===== config.mk =====
export PLATFORM = sky130hd
export DESIGN_NAME = commit_trace_buf_flat
export DESIGN_NICKNAME = d
export VERILOG_FILES = /design/src/rtl/commit_trace_buf_pkg.sv /design/src/rtl/commit_trace_buf_if.sv /design/src/rtl/commit_trace_buf_fifo.sv /design/src/rtl/commit_trace_buf.sv /design/src/flat_wrapper.sv
export SDC_FILE = /design/constraint.sdc
export NUM_CORES = 2
export LEC_CHECK = 0
export CAP_MARGIN = 10
export CORE_ASPECT_RATIO = 0.5
export CORE_MARGIN = 3
export CORE_UTILIZATION = 50
export CTS_CLUSTER_SIZE = 40
export DETAILED_ROUTE_END_ITERATION = 12
export GPL_TIMING_DRIVEN = 0
export MAX_ROUTING_LAYER = met4
export PLACE_DENSITY = 0.7
export SKIP_LAST_GASP = 1
export SLEW_MARGIN = 0
export SYNTH_ARGS = -nofsm -noshare
export SYNTH_HDL_FRONTEND = slang
export SYNTH_HIERARCHICAL = 1
export SYNTH_SLANG_ARGS = --single-unit

===== constraint.sdc =====
create_clock -name clk -period 22.6 [get_ports clk]
set_input_delay 4.52 -clock clk [delete_from_list [all_inputs] [get_ports clk]]
set_output_delay 4.52 -clock clk [all_outputs]
set_load 0.02 [all_outputs]

===== src/rtl/commit_trace_buf_pkg.sv =====
// Shared types and constants for the commit trace buffer: record layout,
// kind-flag bit positions and drain FSM states.
package commit_trace_buf_pkg;

  localparam int unsigned XLEN = 32;
  localparam logic [XLEN-1:0] FINISH_ADDR_DEF = 32'h1000_0000;

  // Bit positions inside trace_rec_t.kind
  localparam int unsigned TRC_KIND_RF  = 0;
  localparam int unsigned TRC_KIND_BR  = 1;
  localparam int unsigned TRC_KIND_ST  = 2;
  localparam int unsigned TRC_KIND_JMP = 3;

  typedef struct packed {
    logic [31:0]     stamp;
    logic [3:0]      kind;
    logic [XLEN-1:0] tag;
    logic [31:0]     instr;
    logic [4:0]      rd;
    logic [XLEN-1:0] rf_data;
    logic [XLEN-1:0] target_pc;
    logic            br_taken;
    logic            br_mispred;
    logic [XLEN-1:0] st_addr;
    logic [XLEN-1:0] st_data;
  } trace_rec_t;

  localparam int unsigned TRACE_REC_W = $bits(trace_rec_t);

  typedef enum logic [1:0] {
    S_RUN,
    S_DRAIN,
    S_DONE
  } trc_state_e;

endpackage


===== src/rtl/commit_trace_buf_if.sv =====
// Valid/ready trace record port between the commit trace buffer and its sink.
interface commit_trace_buf_if;
  import commit_trace_buf_pkg::*;

  logic       valid;
  logic       ready;
  trace_rec_t rec;

  modport master (output valid, output rec, input  ready);
  modport slave  (input  valid, input  rec, output ready);

endinterface


===== src/rtl/commit_trace_buf_fifo.sv =====
// Synchronous FIFO with registered write and fall-through read; extra pointer
// MSB distinguishes full from empty.
module sync_fifo #(
  parameter int unsigned WIDTH = 8,
  parameter int unsigned DEPTH = 16
) (
  input  logic             clk,
  input  logic             rst,
  input  logic             push,
  input  logic             pop,
  input  logic [WIDTH-1:0] wr_data,
  output logic [WIDTH-1:0] rd_data,
  output logic             full,
  output logic             empty
);

  localparam int unsigned AW = $clog2(DEPTH);

  logic [AW:0]      wr_ptr;
  logic [AW:0]      rd_ptr;
  logic [WIDTH-1:0] mem [DEPTH];
  logic             do_rd;
  logic             do_wr;

  assign empty = (wr_ptr == rd_ptr);
  assign full  = (wr_ptr[AW] != rd_ptr[AW]) && (wr_ptr[AW-1:0] == rd_ptr[AW-1:0]);
  assign do_rd = pop & ~empty;
  // When full, a same-cycle pop frees the slot the write lands in.
  assign do_wr = push & (~full | do_rd);

  assign rd_data = mem[rd_ptr[AW-1:0]];

  always_ff @(posedge clk) begin
    if (rst) begin
      wr_ptr <= '0;
      rd_ptr <= '0;
    end else begin
      if (do_wr) wr_ptr <= wr_ptr + 1'b1;
      if (do_rd) rd_ptr <= rd_ptr + 1'b1;
    end
  end

  always_ff @(posedge clk) begin
    if (do_wr) mem[wr_ptr[AW-1:0]] <= wr_data;
  end

endmodule


===== src/rtl/commit_trace_buf.sv =====
// Packs per-cycle EXU/LSU commit events into timestamped records, buffers them
// and drains them over a valid/ready port; tracks drops and the finish store.
module commit_trace_buf
  import commit_trace_buf_pkg::*;
#(
  parameter int unsigned     DEPTH       = 16,
  parameter logic [XLEN-1:0] FINISH_ADDR = FINISH_ADDR_DEF
) (
  input  logic            clk,
  input  logic            rst,
  input  logic            rf_wr_en,
  input  logic [4:0]      rf_rd_addr,
  input  logic [XLEN-1:0] rf_wr_data,
  input  logic [XLEN-1:0] instr_tag,
  input  logic [31:0]     instr,
  input  logic            pc_load,
  input  logic [XLEN-1:0] target_pc,
  input  logic            br_valid,
  input  logic            br_taken,
  input  logic            br_mispred,
  input  logic            st_valid,
  input  logic [XLEN-1:0] st_addr,
  input  logic [XLEN-1:0] st_data,
  commit_trace_buf_if.master trc,
  output logic            overflow,
  output logic [15:0]     drop_cnt,
  output logic            trace_done
);

  trc_state_e             state;
  trc_state_e             state_nxt;
  logic [31:0]            stamp;
  trace_rec_t             rec_in;
  logic [TRACE_REC_W-1:0] rd_bits;
  logic                   push_req;
  logic                   pop;
  logic                   fifo_full;
  logic                   fifo_empty;
  logic                   drop;
  logic                   finish_hit;

  assign push_req   = (rf_wr_en | br_valid | st_valid | pc_load) & (state != S_DONE);
  assign pop        = trc.valid & trc.ready;
  assign drop       = push_req & fifo_full & ~pop;
  assign finish_hit = push_req & st_valid & (st_addr == FINISH_ADDR);

  always_comb begin
    rec_in                   = '0;
    rec_in.stamp             = stamp;
    rec_in.tag               = instr_tag;
    rec_in.instr             = instr;
    rec_in.kind[TRC_KIND_RF]  = rf_wr_en;
    rec_in.kind[TRC_KIND_BR]  = br_valid;
    rec_in.kind[TRC_KIND_ST]  = st_valid;
    rec_in.kind[TRC_KIND_JMP] = pc_load;
    if (rf_wr_en) begin
      rec_in.rd      = rf_rd_addr;
      rec_in.rf_data = rf_wr_data;
    end
    if (pc_load) rec_in.target_pc = target_pc;
    if (br_valid) begin
      rec_in.br_taken   = br_taken;
      rec_in.br_mispred = br_mispred;
    end
    if (st_valid) begin
      rec_in.st_addr = st_addr;
      rec_in.st_data = st_data;
    end
  end

  sync_fifo #(
    .WIDTH (TRACE_REC_W),
    .DEPTH (DEPTH)
  ) u_fifo (
    .clk     (clk),
    .rst     (rst),
    .push    (push_req),
    .pop     (pop),
    .wr_data (rec_in),
    .rd_data (rd_bits),
    .full    (fifo_full),
    .empty   (fifo_empty)
  );

  assign trc.valid = ~fifo_empty;
  assign trc.rec   = trace_rec_t'(rd_bits);

  always_ff @(posedge clk) begin
    if (rst) begin
      stamp    <= '0;
      overflow <= 1'b0;
      drop_cnt <= '0;
      state    <= S_RUN;
    end else begin
      stamp <= stamp + 1'b1;
      state <= state_nxt;
      if (drop) begin
        overflow <= 1'b1;
        if (drop_cnt != '1) drop_cnt <= drop_cnt + 1'b1;
      end
    end
  end

  // Leaving DRAIN waits for a cycle with nothing buffered and nothing arriving.
  always_comb begin
    state_nxt = state;
    case (state)
      S_RUN:   if (finish_hit) state_nxt = S_DRAIN;
      S_DRAIN: if (fifo_empty && !push_req) state_nxt = S_DONE;
      S_DONE:  state_nxt = S_DONE;
      default: state_nxt = S_RUN;
    endcase
  end

  assign trace_done = (state == S_DONE);

endmodule


===== src/flat_wrapper.sv =====
// flat-port wrapper written by rule: the top's interface ports become plain ports
module commit_trace_buf_flat import commit_trace_buf_pkg::*;
#(
  parameter int unsigned     DEPTH       = 16,
  parameter logic [XLEN-1:0] FINISH_ADDR = FINISH_ADDR_DEF
)
  (clk, rst, rf_wr_en, rf_rd_addr, rf_wr_data, instr_tag, instr, pc_load, target_pc, br_valid, br_taken, br_mispred, st_valid, st_addr, st_data, overflow, drop_cnt, trace_done, trc_valid, trc_rec, trc_ready);
  commit_trace_buf_if trc_i ();
  input  logic clk;
  input  logic rst;
  input  logic rf_wr_en;
  input  logic [4:0] rf_rd_addr;
  input  logic [XLEN-1:0] rf_wr_data;
  input  logic [XLEN-1:0] instr_tag;
  input  logic [31:0] instr;
  input  logic pc_load;
  input  logic [XLEN-1:0] target_pc;
  input  logic br_valid;
  input  logic br_taken;
  input  logic br_mispred;
  input  logic st_valid;
  input  logic [XLEN-1:0] st_addr;
  input  logic [XLEN-1:0] st_data;
  output logic overflow;
  output logic [15:0] drop_cnt;
  output logic trace_done;
  output wire logic [$bits(trc_i.valid)-1:0] trc_valid;
  output wire logic [$bits(trc_i.rec)-1:0] trc_rec;
  input wire logic [$bits(trc_i.ready)-1:0] trc_ready;
  assign trc_valid = trc_i.valid;
  assign trc_rec = trc_i.rec;
  assign trc_i.ready = trc_ready;
  commit_trace_buf #(.DEPTH(DEPTH), .FINISH_ADDR(FINISH_ADDR)) u_core (.clk(clk), .rst(rst), .rf_wr_en(rf_wr_en), .rf_rd_addr(rf_rd_addr), .rf_wr_data(rf_wr_data), .instr_tag(instr_tag), .instr(instr), .pc_load(pc_load), .target_pc(target_pc), .br_valid(br_valid), .br_taken(br_taken), .br_mispred(br_mispred), .st_valid(st_valid), .st_addr(st_addr), .st_data(st_data), .trc(trc_i), .overflow(overflow), .drop_cnt(drop_cnt), .trace_done(trace_done));
endmodule

======== Yosys cells after proc, flatten, opt, wreduce, memory -nomap -nowiden ========
Memories as Yosys holds them, arrays and structs flattened. A register that Yosys moved wholly into a read port is not among the register bits.
Index checks and enable logic that the tools add are counted.
word-level totals
  input port bits ......................... 206
  memory bits (writable) .................. 3760
  memories kept ........................... 1
  bits in registers ....................... 61
  word-level logic and storage cells ...... 53
memories
  name               words  width  read ports  clocked after memory_dff  write ports  line                         source
  u_core.u_fifo.mem  16     235    1           1                         1            commit_trace_buf_fifo.sv:21  logic [WIDTH-1:0] mem [DEPTH];
cells by class
  bitwise operators ....................... 15
  reduce and logical (&&, ||, !) cells .... 6
  add/subtract/negate cells ............... 4
  equal/unequal tests ..................... 10
  muxes and demuxes ....................... 11
operators with widths
  operator               count
  $mux 64                1
  $mux 37                1
  $add 32x1->32 const B  1
  $eq 32x29->1 const B   1
  $mux 32                1
  $add 16x1->16 const B  1
  $ne 16x16->1 const B   1
  $add 5x1->5 const B    2
  $and 1x1->1            8
  $mux 4                 2
  $mux 2                 3
  $pmux 2 s3             1
  $eq 5x5->1             1
  $eq 4x4->1             1
  $ne 2x1->1 const B     2
  $or 1x1->1             4
  $reduce_and 2->1       2
  $not 1->1              3
  $eq 2x1->1 const B     1
  $eq 2x2->1 const B     1
  $logic_and 1x1->1      2
  $logic_not 2->1        1
  $mux 1                 2
  $ne 2x2->1 const B     1
  other kinds (2)        2

======== Longest topological paths before layout ========
  depth after elaboration ................. 8
  gate-level depth with buffers ........... 11

======== Modules after synthesis ========
Netlist, hierarchy kept.
by module, submodules not included
  module            cells an instance  instances  sequential area each (um^2)  area an instance (um^2)
  sync_fifo         5619               1          113188.6                     142126.3
  commit_trace_buf  441                1          1021.0                       3428.3

======== Worst setup path before layout ========
OpenSTA, ideal clock, no wires.
  path kind ............................... input -> register
  from .................................... in trc_ready
  to ...................................... mem u_core/u_fifo/mem[3][0] in the netlist's numbering, enable pin
  path slack .............................. 0.614 ns
  arrival time ............................ 20.868 ns
  stages on the path ...................... 3
  setup time .............................. 1.118 ns
  path through ............................ nor2b_1 > o31ai_1 > nor3_1
between the ends
  word-level cells in the longest chain between the ends .. 6
ends and longest elaborated chain
  item                          line                         source
  start: declaration            flat_wrapper.sv:29           input wire logic [$bits(trc_i.ready)-1:0] trc_ready;
  $and 1x1->1                   commit_trace_buf.sv:43       assign pop = trc.valid & trc.ready;
  $and 1x1->1                   commit_trace_buf_fifo.sv:27  assign do_rd = pop & ~empty;
  $or 1x1->1                    commit_trace_buf_fifo.sv:29  assign do_wr = push & (~full | do_rd);
  $and 1x1->1                   commit_trace_buf_fifo.sv:29
  $mux 1                        commit_trace_buf_fifo.sv:44  if (do_wr) mem[wr_ptr[AW-1:0]] <= wr_data;
  $mux 1 (not written as such)  commit_trace_buf_fifo.sv:44
  end: declaration              commit_trace_buf_fifo.sv:21
Every way passes these cells.

==> out/metrics.yaml <==
grt_max_degree: 48
clockRootBuffer: "clkbuf_16"
hold_viol: 0
cts_tree: "done"
synth_nets: 6276
drive_above_1_share: 0.254
yosys_warnings: 6
rsz0062_at_grt: "false"
yosysMostFrequentCell: "edfxtp_1"
syn_area_um2: 146000
gp_congestion: 0.768
numCtsBuffers: 340
drtIter0Drc: 8809
ys_seq_area_frac: 0.785
synth_top_cell_by_area: "edfxtp_1"
core_area_um2: 288000
internal-power_mw: 12.1
yosysTopAreaCellShare: 0.776
switching_share: 0.235
io_buffers: 459
maxCapViolCount: 0
finalInstanceArea_um2: 169000
status: "finished, final reports clean"
cp.arrival_ns: 5.25
synth.distinct_cells: 49
drtAntennaViolNets: 0
multi_input_area_um2: 29900
max_freq_ghz: 0.102
synthTopCellsByArea: "edfxtp_1 78%, mux4_2 17%, dfxtp_1 0.89%"
clockPowerShare: 0.351
area_growth_pct: 16.0
clk_latency_ns: 0.86
first_global_vias: 70400
grt_use_total: 0.257
drt-pass1-iter-count: 6
worstPathRequired_ns: 18.08
ys_ff_latch: 3825
use_met1: 0.344
synth_edf_count: 3760
maxSlewViolCount: 0
cts_resized: 0
clk_pin_slew_ns: 0.07
hold_path.class: "reg -> reg"
grtUsageMet2: 0.413
netlist_top_cells_count: "3760 x edfxtp_1, 1074 x mux4_2, 172 x clkbuf_1, 139 x and2_1, 109 x nor2b_1"
initial_utilization: 0.505
power_leakage_nw: 51.7
seq_area_um2: 114000
cts_sinks: 3825
viasPerCell: 6.26
tns_ns: 0
cts_hold_buf: 0
avgSynthCellArea_um2: 24.0
die_w_um: 769
dieArea_um2: 298000
cts_buffer_depth: 4
relSlewSlack: 0.132
critPathKind: "reg -> out"
p_comb_frac: 0.141
grt_first_pass_wirelength_mm: 528
startpoint_type: "register"
htreeDepth: 5
p_per_area_nw_per_um2: 93.9
finalWirelength_mm: 373
gr-total-overflow: 0
worst_clock_skew_ns: 0.0260
ys.flop_type: "edfxtp_1"
setup_violations: 0
grtUsageMet3: 0.0409
synthArstFlopShare: 0
endpoint_kind: "output pin"
finalCritPeriodShare: 0.432
fp-row-count: 139
top_usage_layer: "met2"
wl_per_cell_um: 33.4
nNetsFinal: 7227
ios: 460
p_switching_mw: 3.73
drc: 0
p_seq_frac: 0.508
hpwl_mm: 224
fillCellCount: 20000
path_max_fanout: 10
synth_cells: 6060
min_period_ns: 9.77
post_dp_cell_area_um2: 158000
die_h_um: 388
power.total_mw: 15.9
num_vias: 70000
worst_pin_slew_ns: 1.30
antenna_found_initial: 36
cts_setup_buffers: 0
vdd_drop_max_uv: 68.9
per-stage QoR:
stage / setup WS [ns] / std cells / utilization / hold WS [ns]
global route: 12.81 / 11200 / 0.586 / 0.475
CTS: 12.87 / 11200 / 0.585 / 0.462
detailed placement: 13.55 / 10500 / 0.549 / 0.452
floorplan: 0.614 / 6060 / - / 0.492
finish: 12.83 / 11200 / 0.586 / 0.463
global placement: -22.40 / 10400 / 0.538 / 0.446
flip-flops by register name, summed over array words and instances, names as in the netlist, named ones only:
register              cells
u_core/drop_cnt          16
u_core/u_fifo/wr_ptr      5
u_core/overflow           1
u_core/stamp             32
u_core/u_fifo/rd_ptr      5
u_core/state              2
u_core/u_fifo/mem      3760
placed cells by master, fill, tap and decap left out, types with 37 or more instances in the layout:
cell / count
mux4_2: 1074
clkbuf_16: 352
xnor2_1: 37
nor2_1: 66
clkbuf_1: 244
clkdlybuf4s50_1: 457
dfxtp_1: 65
edfxtp_1: 3760
a211oi_1: 102
and2_1: 139
nor2b_1: 107
buf_2: 110
buf_16: 75
mux2i_1: 104
a21oi_1: 106
clkinv_2: 56
clkinv_1: 83
kinds of logic after synthesis:
group	share of synthesized area
buffers and inverters	0.0105
multiplexers	0.173
flip-flops	0.785
AO/OA/AOI/OAI	0.00966
adder cells (fa/ha/maj)	0.000860
XOR/XNOR	0.00319
AND/OR/NAND/NOR	0.0177
power groups by stage:
stage / combinational, mW / clock, mW / sequential [mW]
after floorplan: 1.34 / 0 / 8.24
after CTS: 2.28 / 5.64 / 8.05
after global routing: 2.35 / 5.93 / 8.06
after global placement: 2.19 / 0 / 8.34
after detailed placement: 2.27 / 0 / 8.20
final: 2.24 / 5.57 / 8.05
layer usage:
| layer | vias up | part of all wire |
|---|---|---|
| li1 | 27900 | - |
| met1 | 37800 | 0.38 |
| met2 | 3693 | 0.50 |
| met3 | 615 | 0.088 |
| met4 | 0 | 0.034 |
| met5 | - | 0 |
final cells by class:
cell class                      count  share of cell area
Antenna cell                       17            0.000252
Timing Repair Buffer              609              0.0464
Clock inverter                    170             0.00766
Multi-Input combinational cell   1899               0.177
Clock buffer                      440              0.0545
Sequential cell                  3825               0.676
Tap cell                         3877              0.0287
Buffer                            324             0.00885
Inverter                           12            0.000267
worst max-delay path, cell delays in order (launching register included):
cell and delay [ns]:
dfxtp_1 0.31, buf_2 0.40, clkbuf_2 0.49, buf_16 0.23, clkbuf_1 0.93, clkbuf_1 0.67
nor2b_1 0.13, a211oi_1 0.42, a21oi_1 0.09, clkdlybuf4s50_1 0.70
worst paths after layout:
kind                              endpoint  slack [ns]  depth (start not counted)                     from
setup / recovery               trc_rec[86]       12.83                          9                 register
hold / removal             u_core/overflow        0.46                          2          u_core/overflow
setup reg to reg  u_core/u_fifo/mem[1][90]       17.98                         12  u_core/u_fifo/wr_ptr[3]
hold reg to reg            u_core/overflow        0.46                          2          u_core/overflow
(Power assumes the default switching activity.)
